<file path="config.mk">
export PLATFORM = sky130hd
export DESIGN_NAME = ni_target_route_arbiter
export DESIGN_NICKNAME = d
export VERILOG_FILES = /design/src/rtl/ni_target_route_arbiter.sv
export SDC_FILE = /design/constraint.sdc
export NUM_CORES = 1
export LEC_CHECK = 0
export CAP_MARGIN = 20
export CORE_MARGIN = 3
export CORE_UTILIZATION = 48
export CTS_CLUSTER_SIZE = 12
export DETAILED_ROUTE_END_ITERATION = 10
export PLACE_DENSITY = 0.85
export SETUP_SLACK_MARGIN = 0.15
export SLEW_MARGIN = 20
export SYNTH_ARGS = -nofsm -noshare
export SYNTH_HDL_FRONTEND = slang
export SYNTH_SLANG_ARGS = --single-unit
</file>
<file path="constraint.sdc">
create_clock -name clk -period 4.1 [get_ports clk]
set_input_delay 0.615 -clock clk [delete_from_list [all_inputs] [get_ports clk]]
set_output_delay 0.615 -clock clk [all_outputs]
set_load 0.005 [all_outputs]
</file>
<file path="src/rtl/ni_target_route_arbiter.sv">
// ni_target_route_arbiter: round-robin sharing of one NI-target routing LUT with a one-entry route cache.
module ni_target_route_arbiter #(
  parameter int NREQ   = 4,
  parameter int SRC_W  = 4,
  parameter int PATH_W = 7
) (
  input  logic                  clk,
  input  logic                  rst_n,
  input  logic [NREQ-1:0]       req_valid,
  input  logic [NREQ*SRC_W-1:0] req_addr,
  output logic [NREQ-1:0]       req_ready,
  output logic [SRC_W-1:0]      lut_address,
  input  logic [PATH_W-1:0]     lut_path,
  output logic [NREQ-1:0]       resp_valid,
  output logic [PATH_W-1:0]     resp_path,
  output logic                  resp_err,
  input  logic [NREQ-1:0]       resp_ready,
  input  logic                  flush
);
  localparam int IW = (NREQ > 1) ? $clog2(NREQ) : 1;
  typedef enum logic [1:0] {IDLE, LOOKUP, RESP} state_e;
  state_e              state_q, state_d;
  logic [IW-1:0]       rr_ptr_q, rr_ptr_d, owner_q, owner_d, gnt_idx;
  logic [IW:0]         scan;
  logic                gnt_any, hit;
  logic [SRC_W-1:0]    g_addr, lut_addr_q, lut_addr_d, cache_addr_q, cache_addr_d;
  logic [PATH_W-1:0]   resp_path_q, resp_path_d, cache_path_q, cache_path_d;
  logic [NREQ-1:0]     resp_valid_q, resp_valid_d;
  logic                resp_err_q, resp_err_d, cache_v_q, cache_v_d;
  // Scan downward so the valid index closest to rr_ptr is the last one written.
  always_comb begin
    gnt_any = 1'b0;
    gnt_idx = '0;
    scan    = '0;
    for (int k = NREQ - 1; k >= 0; k--) begin
      scan = {1'b0, rr_ptr_q} + (IW+1)'(k);
      scan = (scan >= (IW+1)'(NREQ)) ? scan - (IW+1)'(NREQ) : scan;
      if (req_valid[scan[IW-1:0]]) begin
        gnt_any = 1'b1;
        gnt_idx = scan[IW-1:0];
      end
    end
  end
  assign g_addr    = req_addr[gnt_idx*SRC_W +: SRC_W];
  assign hit       = cache_v_q && (cache_addr_q == g_addr);
  assign req_ready = (state_q == IDLE && gnt_any) ? NREQ'(1) << gnt_idx : '0;
  always_comb begin
    state_d      = state_q;
    rr_ptr_d     = rr_ptr_q;
    owner_d      = owner_q;
    lut_addr_d   = lut_addr_q;
    resp_path_d  = resp_path_q;
    resp_err_d   = resp_err_q;
    resp_valid_d = resp_valid_q;
    cache_v_d    = cache_v_q & ~flush;
    cache_addr_d = cache_addr_q;
    cache_path_d = cache_path_q;
    case (state_q)
      IDLE: if (gnt_any) begin
        owner_d    = gnt_idx;
        lut_addr_d = g_addr;
        rr_ptr_d   = (gnt_idx == IW'(NREQ - 1)) ? '0 : gnt_idx + IW'(1);
        state_d    = hit ? RESP : LOOKUP;
        if (hit) begin
          resp_path_d  = cache_path_q;
          resp_err_d   = 1'b0;
          resp_valid_d = NREQ'(1) << gnt_idx;
        end
      end
      LOOKUP: begin
        resp_path_d  = lut_path;
        resp_err_d   = (lut_path == '0);
        resp_valid_d = NREQ'(1) << owner_q;
        state_d      = RESP;
        // Unknown sources are never cached; a coincident flush wins.
        if (lut_path != '0) begin
          cache_addr_d = lut_addr_q;
          cache_path_d = lut_path;
          cache_v_d    = ~flush;
        end
      end
      RESP: if (resp_ready[owner_q]) begin
        resp_valid_d = '0;
        resp_err_d   = 1'b0;
        state_d      = IDLE;
      end
      default: state_d = IDLE;
    endcase
  end
  always_ff @(posedge clk or negedge rst_n) begin
    if (!rst_n) state_q <= IDLE;
    else        state_q <= state_d;
  end
  always_ff @(posedge clk or negedge rst_n) begin
    if (!rst_n) begin
      rr_ptr_q     <= '0;
      owner_q      <= '0;
      lut_addr_q   <= '0;
      resp_path_q  <= '0;
      resp_err_q   <= 1'b0;
      resp_valid_q <= '0;
      cache_v_q    <= 1'b0;
      cache_addr_q <= '0;
      cache_path_q <= '0;
    end else begin
      rr_ptr_q     <= rr_ptr_d;
      owner_q      <= owner_d;
      lut_addr_q   <= lut_addr_d;
      resp_path_q  <= resp_path_d;
      resp_err_q   <= resp_err_d;
      resp_valid_q <= resp_valid_d;
      cache_v_q    <= cache_v_d;
      cache_addr_q <= cache_addr_d;
      cache_path_q <= cache_path_d;
    end
  end
  assign lut_address = lut_addr_q;
  assign resp_path   = resp_path_q;
  assign resp_err    = resp_err_q;
  assign resp_valid  = resp_valid_q;
endmodule

</file>
==> impl_metrics.yaml <==
status:
  status: "complete, no violations"
timing:
  finalMaxSlewViolations: 0
  period_share: 0.814
  finalSetupViolCount: 0
  setup_tns_ns: 0
  fin_skew_ns: 0.00896
  hold_violations: 0
  fin_crit_ns: 3.34
  max_freq_ghz: 0.300
  hold_slack_ns: 0.477
  slew_headroom: 0.542
  grt_setup_unrepaired: "no"
  tightest_slew_ns: 0.687
floorplan:
  die_x_um: 69.2
  start_util: 0.511
  num_rows: 22
  chipHeight_um: 69.2
  ios: 54
  coreArea_um2: 3740
  die_area_um2: 4780
routing:
  drt-total-wl_um: 3960
  first_pass_iters: 4
  drt-initial-drc-count: 67
  postRouteAntennaNets: 0
  wire_per_inst_um: 14.2
  drc_errors: 0
  drt-vias-per-instance: 5.24
  via_count: 1461
global_route:
  grt_usage: 0.179
  first_global_vias: 1522
  met2_usage: 0.290
  grt_max_degree: 35
  gr-usage-met3: 0.0379
  antenna_found_initial: 0
  grt_pass1_wl_um: 7060
  busiest_layer: "met2"
  overflow: 0
  use_met1: 0.241
critical_path:
  critPathLaunchType: "input pin"
  cp_max_fo: 14
  crit_arrival_ns: 2.72
  endpoint_kind: "output pin"
  critPathRequiredTime_ns: 3.48
  path_class: "in2out"
clock_network:
  cts_resized: 0
  cts.path.max_buffers: 2
  cts.clk_slew.worst_paths_ns: 0.06
  post_cts_buffers: 0
  cts_tree: "yes"
  cts_max_level: 2
  tritoncts.num_buffers: 5
  holdBufCountCts: 0
  worstSkewPairLatency_ns: 0.28
  cts_sinks: 34
  cts-root-buf: "clkbuf_8"
synth:
  synth_cell_type_count: 31
  ys_warn_count: 0
  synth_cells: 173
  syn_avg_cell_area_um2: 11.1
  ys_seq_area_frac: 0.444
  syn-num-nets: 215
  synth_area_um2: 1910
  synth.ff_latch_count: 34
cells_and_area:
  num-nets-final: 272
  drive_above_1_share: 0.165
  antennaDiodeCount: 0
  syn2layout_area_growth_pct: 35.0
power_and_ir_drop:
  leakage_nw: 1.15
  ir_drop_uv: 425
  power.density_nw_per_um2: 707
placed_design:
  io_buffer_count: 53
  place.gp.congestion: 0.749
  dp_hpwl_um: 3010
job:
  cap_viol_max_count: 0
hold_path:
  hold_class: "reg2reg"
-- report_power, final --
group	switching, mW	internal, mW	total (mW)	leakage, nW
Combinational	0.446	0.533	0.979	0.679
Clock	0.115	0.135	0.251	0.0482
Sequential	0.104	0.494	0.598	0.422
Total	0.666	1.16	1.83	1.15
-- cell type report --
class | instances | area, um2
sequential | 34 | 851
tap | 48 | 60.1
timing repair buffer | 55 | 546
inverter | 14 | 52.6
clock buffer | 7 | 86.3
multi-input combinational | 120 | 985
fill | 293 | 1160
clock inverter | 1 | 5.00
-- flip-flops by register name (all words and copies together), names as in the netlist --
register      flops
rr_ptr_q          2
owner_q           2
lut_address       4
cache_path_q      7
resp_path         7
state_q           2
cache_v_q         1
resp_err          1
resp_valid        4
cache_addr_q      4
-- stage by stage --
step / worst slack [ns] / power [mW] / std cells / instance area [um2] / util
3_3_place_gp: 0.774 / 1.56 / 271 / 2490 / 0.666
3_5_place_dp: 0.684 / 1.59 / 271 / 2490 / 0.666
2_1_floorplan: 1.16 / 1.26 / 173 / 1910 / -
5_1_grt: 0.609 / 1.98 / 279 / 2580 / 0.691
4_1_cts: 0.762 / 1.85 / 279 / 2580 / 0.691
6_report: 0.762 / 1.83 / 279 / 2580 / 0.691
-- cell usage in the layout, fill, tap and decap left out, drive strengths merged --
master / instances
a311oi: 1
nand2b: 5
a2111oi: 1
o2bb2a: 1
ha: 8
clkbuf: 7
a211oi: 1
nor2: 11
a21o: 2
mux2i: 13
xor2: 5
clkdlybuf4s50: 53
o31ai: 1
or4: 1
inv: 14
a21oi: 7
nand2: 20
o22ai: 4
o21bai: 1
buf: 2
dfrtp: 34
mux4: 1
nand3: 2
o21ai: 6
a22o: 5
nor4: 2
mux2: 22
clkinv: 1
-- routing by layer --
layer / vias to the layer above / wire (um)
met5: - / 0
met4: 0 / 53
met3: 7 / 175
met2: 40 / 1930
met1: 696 / 1800
li1: 718 / -
-- kinds of logic after synthesis --
kind of cell             synth area share
AO/OA/AOI/OAI                       0.131
XOR/XNOR                           0.0229
adder cells (fa/ha/maj)            0.0523
buffers and inverters              0.0412
flip-flops                          0.444
multiplexers                        0.216
AND/OR/NAND/NOR                    0.0928
-- worst max-delay path, stage by stage --
cell             delay [ns]
clkdlybuf4s50_1        0.47
nor4_1                 0.53
nand2b_1               0.52
nor2_1                 0.10
clkdlybuf4s50_1        0.49
-- final timing paths --
path	startpoint	end	slack [ns]	depth (start not counted)
worst max-delay path	req_valid[1]	req_ready[0]	0.76	5
worst min-delay path	cache_path_q[4]$_DFFE_PN0P_	cache_path_q[4]$_DFFE_PN0P_	0.48	1
worst max register to register	rr_ptr_q[1]$_DFFE_PN0P_	resp_path[3]$_DFFE_PN0P_	1.32	10
worst min register to register	cache_path_q[4]$_DFFE_PN0P_	cache_path_q[4]$_DFFE_PN0P_	0.48	1
max in group asynchronous	rst_n	resp_path[5]$_DFFE_PN0P_	3.06	2
min in group asynchronous	rst_n	lut_address[1]$_DFFE_PN0P_	0.73	2
-- synth_stat cells, drive strengths merged --
cell type	number	area [um2]
dfrtp	34	851
mux2	22	248
nand2	20	75.1
inv	14	52.6
mux2i	13	143
nor2	11	41.3
ha	8	100
a21oi	7	35.0
o21ai	6	41.3
a22o	5	43.8
nand2b	5	31.3
xor2	5	43.8
o22ai	4	25.0
clkbuf	3	11.3
a21o	2	15.0
buf	2	15.0
nand3	2	10.0
nor4	2	12.5
a2111oi	1	27.5
a211oi	1	7.51
a311oi	1	8.76
mux4	1	22.5
o21bai	1	18.8
o2bb2a	1	20.0
o31ai	1	7.51
or4	1	7.51
No activity file was read; power rests on OpenSTA's default activity.
